[config.mk]
export PLATFORM = sky130hd
export DESIGN_NAME = prio_encoder_rr
export DESIGN_NICKNAME = d
export VERILOG_FILES = /design/src/rtl/prio_encoder_rr.sv
export SDC_FILE = /design/constraint.sdc
export NUM_CORES = 1
export LEC_CHECK = 0
export BUFFER_PORTS_ARGS = -buffer_cell sky130_fd_sc_hd__buf_2
export CORE_MARGIN = 5
export CORE_UTILIZATION = 25
export CTS_BUF_LIST = sky130_fd_sc_hd__clkbuf_8 sky130_fd_sc_hd__clkbuf_16
export DETAILED_ROUTE_END_ITERATION = 6
export PLACE_DENSITY_LB_ADDON = 0.08
export REMOVE_ABC_BUFFERS = 1
export SYNTH_ARGS = -nofsm -noshare
export SYNTH_HDL_FRONTEND = slang
export SYNTH_SLANG_ARGS = --single-unit
export TNS_END_PERCENT = 10
[constraint.sdc]
create_clock -name clk -period 1.1 [get_ports clk]
set_input_delay 0.11 -clock clk [delete_from_list [all_inputs] [get_ports clk]]
set_output_delay 0.11 -clock clk [all_outputs]
set_load 0.005 [all_outputs]
[src/rtl/prio_encoder_rr.sv]
// rtl/prio_encoder_rr.sv - registered fixed/round-robin priority encoder with valid/ready output
//
// Ports:
//   clk        rising-edge clock
//   rst        asynchronous active-high reset
//   req        N-bit level request vector
//   out_ready  consumer accepts the current grant
//   out_valid  out_idx / out_onehot hold a valid grant
//   out_idx    binary index of the granted request
//   out_onehot one-hot form of the grant, zero when not valid

module prio_encoder_rr #(
    parameter int N           = 8,
    parameter int ROUND_ROBIN = 0,
    parameter int IDX_W       = $clog2(N)
) (
    input  logic             clk,
    input  logic             rst,
    input  logic [N-1:0]     req,
    input  logic             out_ready,
    output logic             out_valid,
    output logic [IDX_W-1:0] out_idx,
    output logic [N-1:0]     out_onehot
);

    localparam logic [IDX_W-1:0] TOP   = IDX_W'(N - 1);
    localparam logic [IDX_W:0]   N_EXT = (IDX_W + 1)'(N);

    logic [IDX_W-1:0] ptr;
    logic             found;
    logic [IDX_W-1:0] win;
    logic [IDX_W:0]   pos;
    logic [N-1:0]     win_onehot;
    logic             load;

    // Walk downward from ptr, wrapping at N (not 2^IDX_W) so a
    // non-power-of-2 N never visits an index outside 0..N-1.
    always_comb begin
        found = 1'b0;
        win   = '0;
        pos   = '0;
        for (int k = 0; k < N; k++) begin
            if ({1'b0, ptr} >= (IDX_W + 1)'(k)) begin
                pos = {1'b0, ptr} - (IDX_W + 1)'(k);
            end else begin
                pos = {1'b0, ptr} + N_EXT - (IDX_W + 1)'(k);
            end
            if (!found && req[pos[IDX_W-1:0]]) begin
                found = 1'b1;
                win   = pos[IDX_W-1:0];
            end
        end
    end

    always_comb begin
        win_onehot = '0;
        if (found) begin
            win_onehot = N'(1) << win;
        end
    end

    // The output stage refills whenever it is empty or being drained.
    assign load = !out_valid || out_ready;

    always_ff @(posedge clk or posedge rst) begin
        if (rst) begin
            out_valid  <= 1'b0;
            out_idx    <= '0;
            out_onehot <= '0;
            ptr        <= TOP;
        end else if (load) begin
            if (found) begin
                out_valid  <= 1'b1;
                out_idx    <= win;
                out_onehot <= win_onehot;
                // The winner drops to lowest priority: search restarts just below it.
                if (ROUND_ROBIN != 0) begin
                    ptr <= (win == '0) ? TOP : win - IDX_W'(1);
                end
            end else begin
                out_valid  <= 1'b0;
                out_idx    <= '0;
                out_onehot <= '0;
            end
        end
    end

endmodule

# ---- Yosys cells after proc, flatten, opt, wreduce, memory -nomap -nowiden
# Cells that the tools add are included.
dict set report classes {
  add_sub_neg 15
  n_lt_le_gt_ge 15
  shift 1
  n_mux 42
  reduce_logical 16
}
# operator n
set op_table {}
lappend op_table {{$mux 3} 16}
lappend op_table {{$lt 3x4->1 const B} 8}
lappend op_table {{$bmux 1 s3} 8}
lappend op_table {{$sub 3x3->3 const B} 8}
lappend op_table {{$mux 1} 17}
lappend op_table {{$ge 3x3->1 const B} 4}
lappend op_table {{$sub 3x2->3 const B} 4}
lappend op_table {{$logic_not 1->1} 8}
lappend op_table {{$mux 8} 1}
lappend op_table {{$shl 1x3->8 const A} 1}
lappend op_table {{$logic_and 1x1->1} 7}
lappend op_table {{$ge 3x2->1 const B} 2}
lappend op_table {{$sub 3x1->3 const B} 2}
lappend op_table {{$add 3x1->3 const B} 1}
lappend op_table {{$ge 3x1->1 const B} 1}
lappend op_table {{$logic_or 1x1->1} 1}
dict set report word_totals {
  reg_bits 12
  inputBits 11
  out_inout_bits 12
  wordCells 92
}

# ---- Logic depth before layout (Yosys ltp)
dict set report depth {
  word_depth 27
  mapped_depth 3
  mapped_depth_nobuf 2
}

# ---- Least setup slack after synthesis
# OpenSTA, ideal clock, no wires.
dict set report synth_path {
  kind {flip-flop to flip-flop}
  startpoint {register out_valid}
  endpoint {register out_valid}
  setup_time_ns 0.139
  arrival_time_ns 1.024
  required_ns 0.961
  path_slack_ns -0.063
  stages_incl_launch_ff 3
  path_buffers 0
  period_less_slack_ns 1.163
  path_cell_list {dfrtp_1 > nor2b_4 > or4b_1}
}
dict set report synth_via {
  elab_chain_len 2
}
# element line
set synth_lines {}
lappend synth_lines {{start, declared} 21} ;# output logic out_valid,
lappend synth_lines {{start signal, assigned} 67} ;# out_valid <= 1'b0;
lappend synth_lines {{start signal, assigned} 73} ;# out_valid <= 1'b1;
lappend synth_lines {{start signal, assigned} 81} ;# out_valid <= 1'b0;
lappend synth_lines {{$logic_not 1->1} 63} ;# assign load = !out_valid || out_ready;
lappend synth_lines {{$logic_or 1x1->1} 63}
# No other way between the ends.
# A chain may end at the register's enable or synchronous reset.

# ---- Final worst setup path
# Ends and elaborated chain as after synthesis.

==> run metrics <==
status finished, violations left; failing checks negative setup slack; RePlAce Congestion approximately 0.7; Yosys cell types 12; initial antenna violation count 0; Via Count approximately 370; wire per inst ~13 um; Post-Synthesis Cells 37; CTS tree yes; Final #Nets 73; drt drc 0; Routed WL about 1200 um; #FFs+latches synth 12; highest net fanout along the worst path 3; Die X 54.30 um; Initial DRC Count 3; Final Instance Area roughly 700 um2; Final ANT Viol Nets 0; Data arrival, critical path between 1 and 1.5 ns; CP Cell Sequence nor2b_4 -> or4b_1; clock skew around 0.0031 ns; Initial Util between 20% and 30%; final cycle utilization of the critical path 100.1%; most frequent cell after synthesis dfrtp_1; PD cells around 1400 nW/um2; Seq. cell area 300.3 um2; largest net degree at the start of global routing 13; Pleak 0.3669 nW; CP Class reg2reg; grt ovf 0; first-pass GRT wire length between 1500 and 2000 um; kind of cell adding the most delay to the critical path simple AND/OR/NAND/NOR gates; number of synthesized flops with an enable pin 0; multi-input logic area between 200 and 250 um2; area post-placement just over 600 um2; Total GRT Usage 9.605%; Die H between 50 and 60 um; Rel. slew slack between 60% and 70%; Yosys top cell by area dfrtp_1; # fillers 222; worst-skew pair later-pin latency approximately 0.23 ns; Die ar. a little under 3000 um2; Layout area overhead 42.60%; Worst setup SP type flip-flop; CORE AREA a little under 2000 um2; Worst Tran Pin Value 0.4576 ns; synth cell count leaders dfrtp_1, nand3b_1, and2_2, o41ai_1; Synth Flop Type dfrtp_1; Fmax just over 900 MHz; max-cap violation count 0; routed vias/inst about 4.3; Hold Vio Cnt, Final 0; Hold Path Class in2reg; Synth warnings 3; Buffers on Ports 18; max-slew violations 0; Worst Path Required 1.20 ns; Final Core Density a little over a third; slack of the critical path -0.0006603 ns; Syn Area/Cell 13.26 um2; sequential-to-total area share from yosys stat approximately three fifths; Peak supply drop about 800 uV; CP endpoint kind flip-flop; Clock Path Buffers 2; post-route minimum period around 1.1 ns; number of global-route vias before repair 385; RSZ-0062 raised after global routing yes; Root Buffer Master clkbuf_8; H-tree levels 1; post-DP HPWL 793.6 um; FP Rows 16; CTS buffer count 3; Clock transition at path regs around 0.05 ns; share of cells above drive strength 1 55.00%; crit path buf inv count 0; Ports 23; Async SR Flop Fraction between 90% and 100%; antenna diode instance count 0; drt pass-1 iters 3; crit-path max cell delay between 0.4 and 0.5 ns; Final setup viols 1; Sink Count 12; slowest CP cell or4b_1; cells taking the most area after synthesis dfrtp_1, nand3b_1, o41ai_1; buffers inserted by post-CTS timing repair 0; synthesized area between 400 and 500 um2; Synth top area share about three fifths
layout by cell type (no fill, tap or decap):
cell | netlist | layout
dlygate4sd3_1 | 0 | 1
or4b_1 | 1 | 1
dfrtp_1 | 12 | 12
nand3b_1 | 6 | 6
nor2_1 | 1 | 1
inv_1 | 2 | 2
o41ai_2 | 0 | 4
nand2b_1 | 2 | 2
and2_2 | 4 | 4
buf_2 | 0 | 18
o21ai_0 | 2 | 2
nor2b_4 | 1 | 1
buf_4 | 0 | 2
mux2_2 | 1 | 1
clkbuf_8 | 0 | 3
per-stage QoR:
step	hold slack, ns	power (mW)	setup TNS (ns)	cells	setup WS [ns]
after global placement	0.1558	0.5672	-0.01125	83	-0.01125
after detailed placement	0.1549	0.5669	0	83	0.007036
final	0.1808	0.9525	-0.0006603	87	-0.0006603
after global routing	0.1835	1.014	-0.04861	87	-0.04293
after floorplan	-0.02530	0.5144	-0.1378	36	-0.08400
after CTS	0.1359	0.9647	-0.008411	87	-0.008411
per-layer routing:
metal,GRT usage (%),part of all wire (%)
met1,12.01,49
met2,14.14,43
met3,5.450,8.2
met4,2.490,0
met5,0,0
layout make-up:
cell class | count | area share (%)
Sequential cell | 12 | 42.93
Multi-Input combinational cell | 22 | 28.80
Timing Repair Buffer | 21 | 16.46
Clock buffer | 3 | 5.903
Tap cell | 27 | 4.830
Inverter | 2 | 1.073
state kept, by name (all words and copies together) (netlist names):
name and flops:
out_valid 1, out_idx 3, out_onehot 8
cells by family after synthesis:
group,count (synthesis),synth area share [%]
multiplexers,1,2.296
buffers and inverters,3,3.827
flip-flops,12,61.22
AND/OR/NAND/NOR,15,23.47
AO/OA/AOI/OAI,6,9.183
power by group:
part,switching [mW],internal (mW)
clock,0.143,0.240
combinational,0.0552,0.0468
sequential,0.00810,0.460
final timing paths:
path,slack (ns),start,endpoint,cells after the start
max in group asynchronous,0.36,rst,out_valid$_DFFE_PP0P_,3
max reg2reg,-0.0007,out_valid$_DFFE_PP0P_,out_valid$_DFFE_PP0P_,2
max,-0.0007,out_valid$_DFFE_PP0P_,out_valid$_DFFE_PP0P_,2
min in group asynchronous,0.43,rst,out_onehot[7]$_DFFE_PP0P_,3
min,0.18,req[1],out_idx[2]$_DFFE_PP0P_,2
min reg2reg,0.50,out_onehot[6]$_DFFE_PP0P_,out_onehot[6]$_DFFE_PP0P_,1
what timing repair did:
item                                   in CTS  in global routing
endpoints found under the hold margin      12                  0
setup endpoints to repair                   1                  5
hold buffers                                1                  0
resized for setup                           0                  4
worst register-to-register path, delay by kind of cell, from the launching register on:
kind / cells / cell delay (ns)
and+or+nand+nor: 2 / 0.60
DFF: 1 / 0.37
Note: power is estimated with default switching activity, not from simulation.
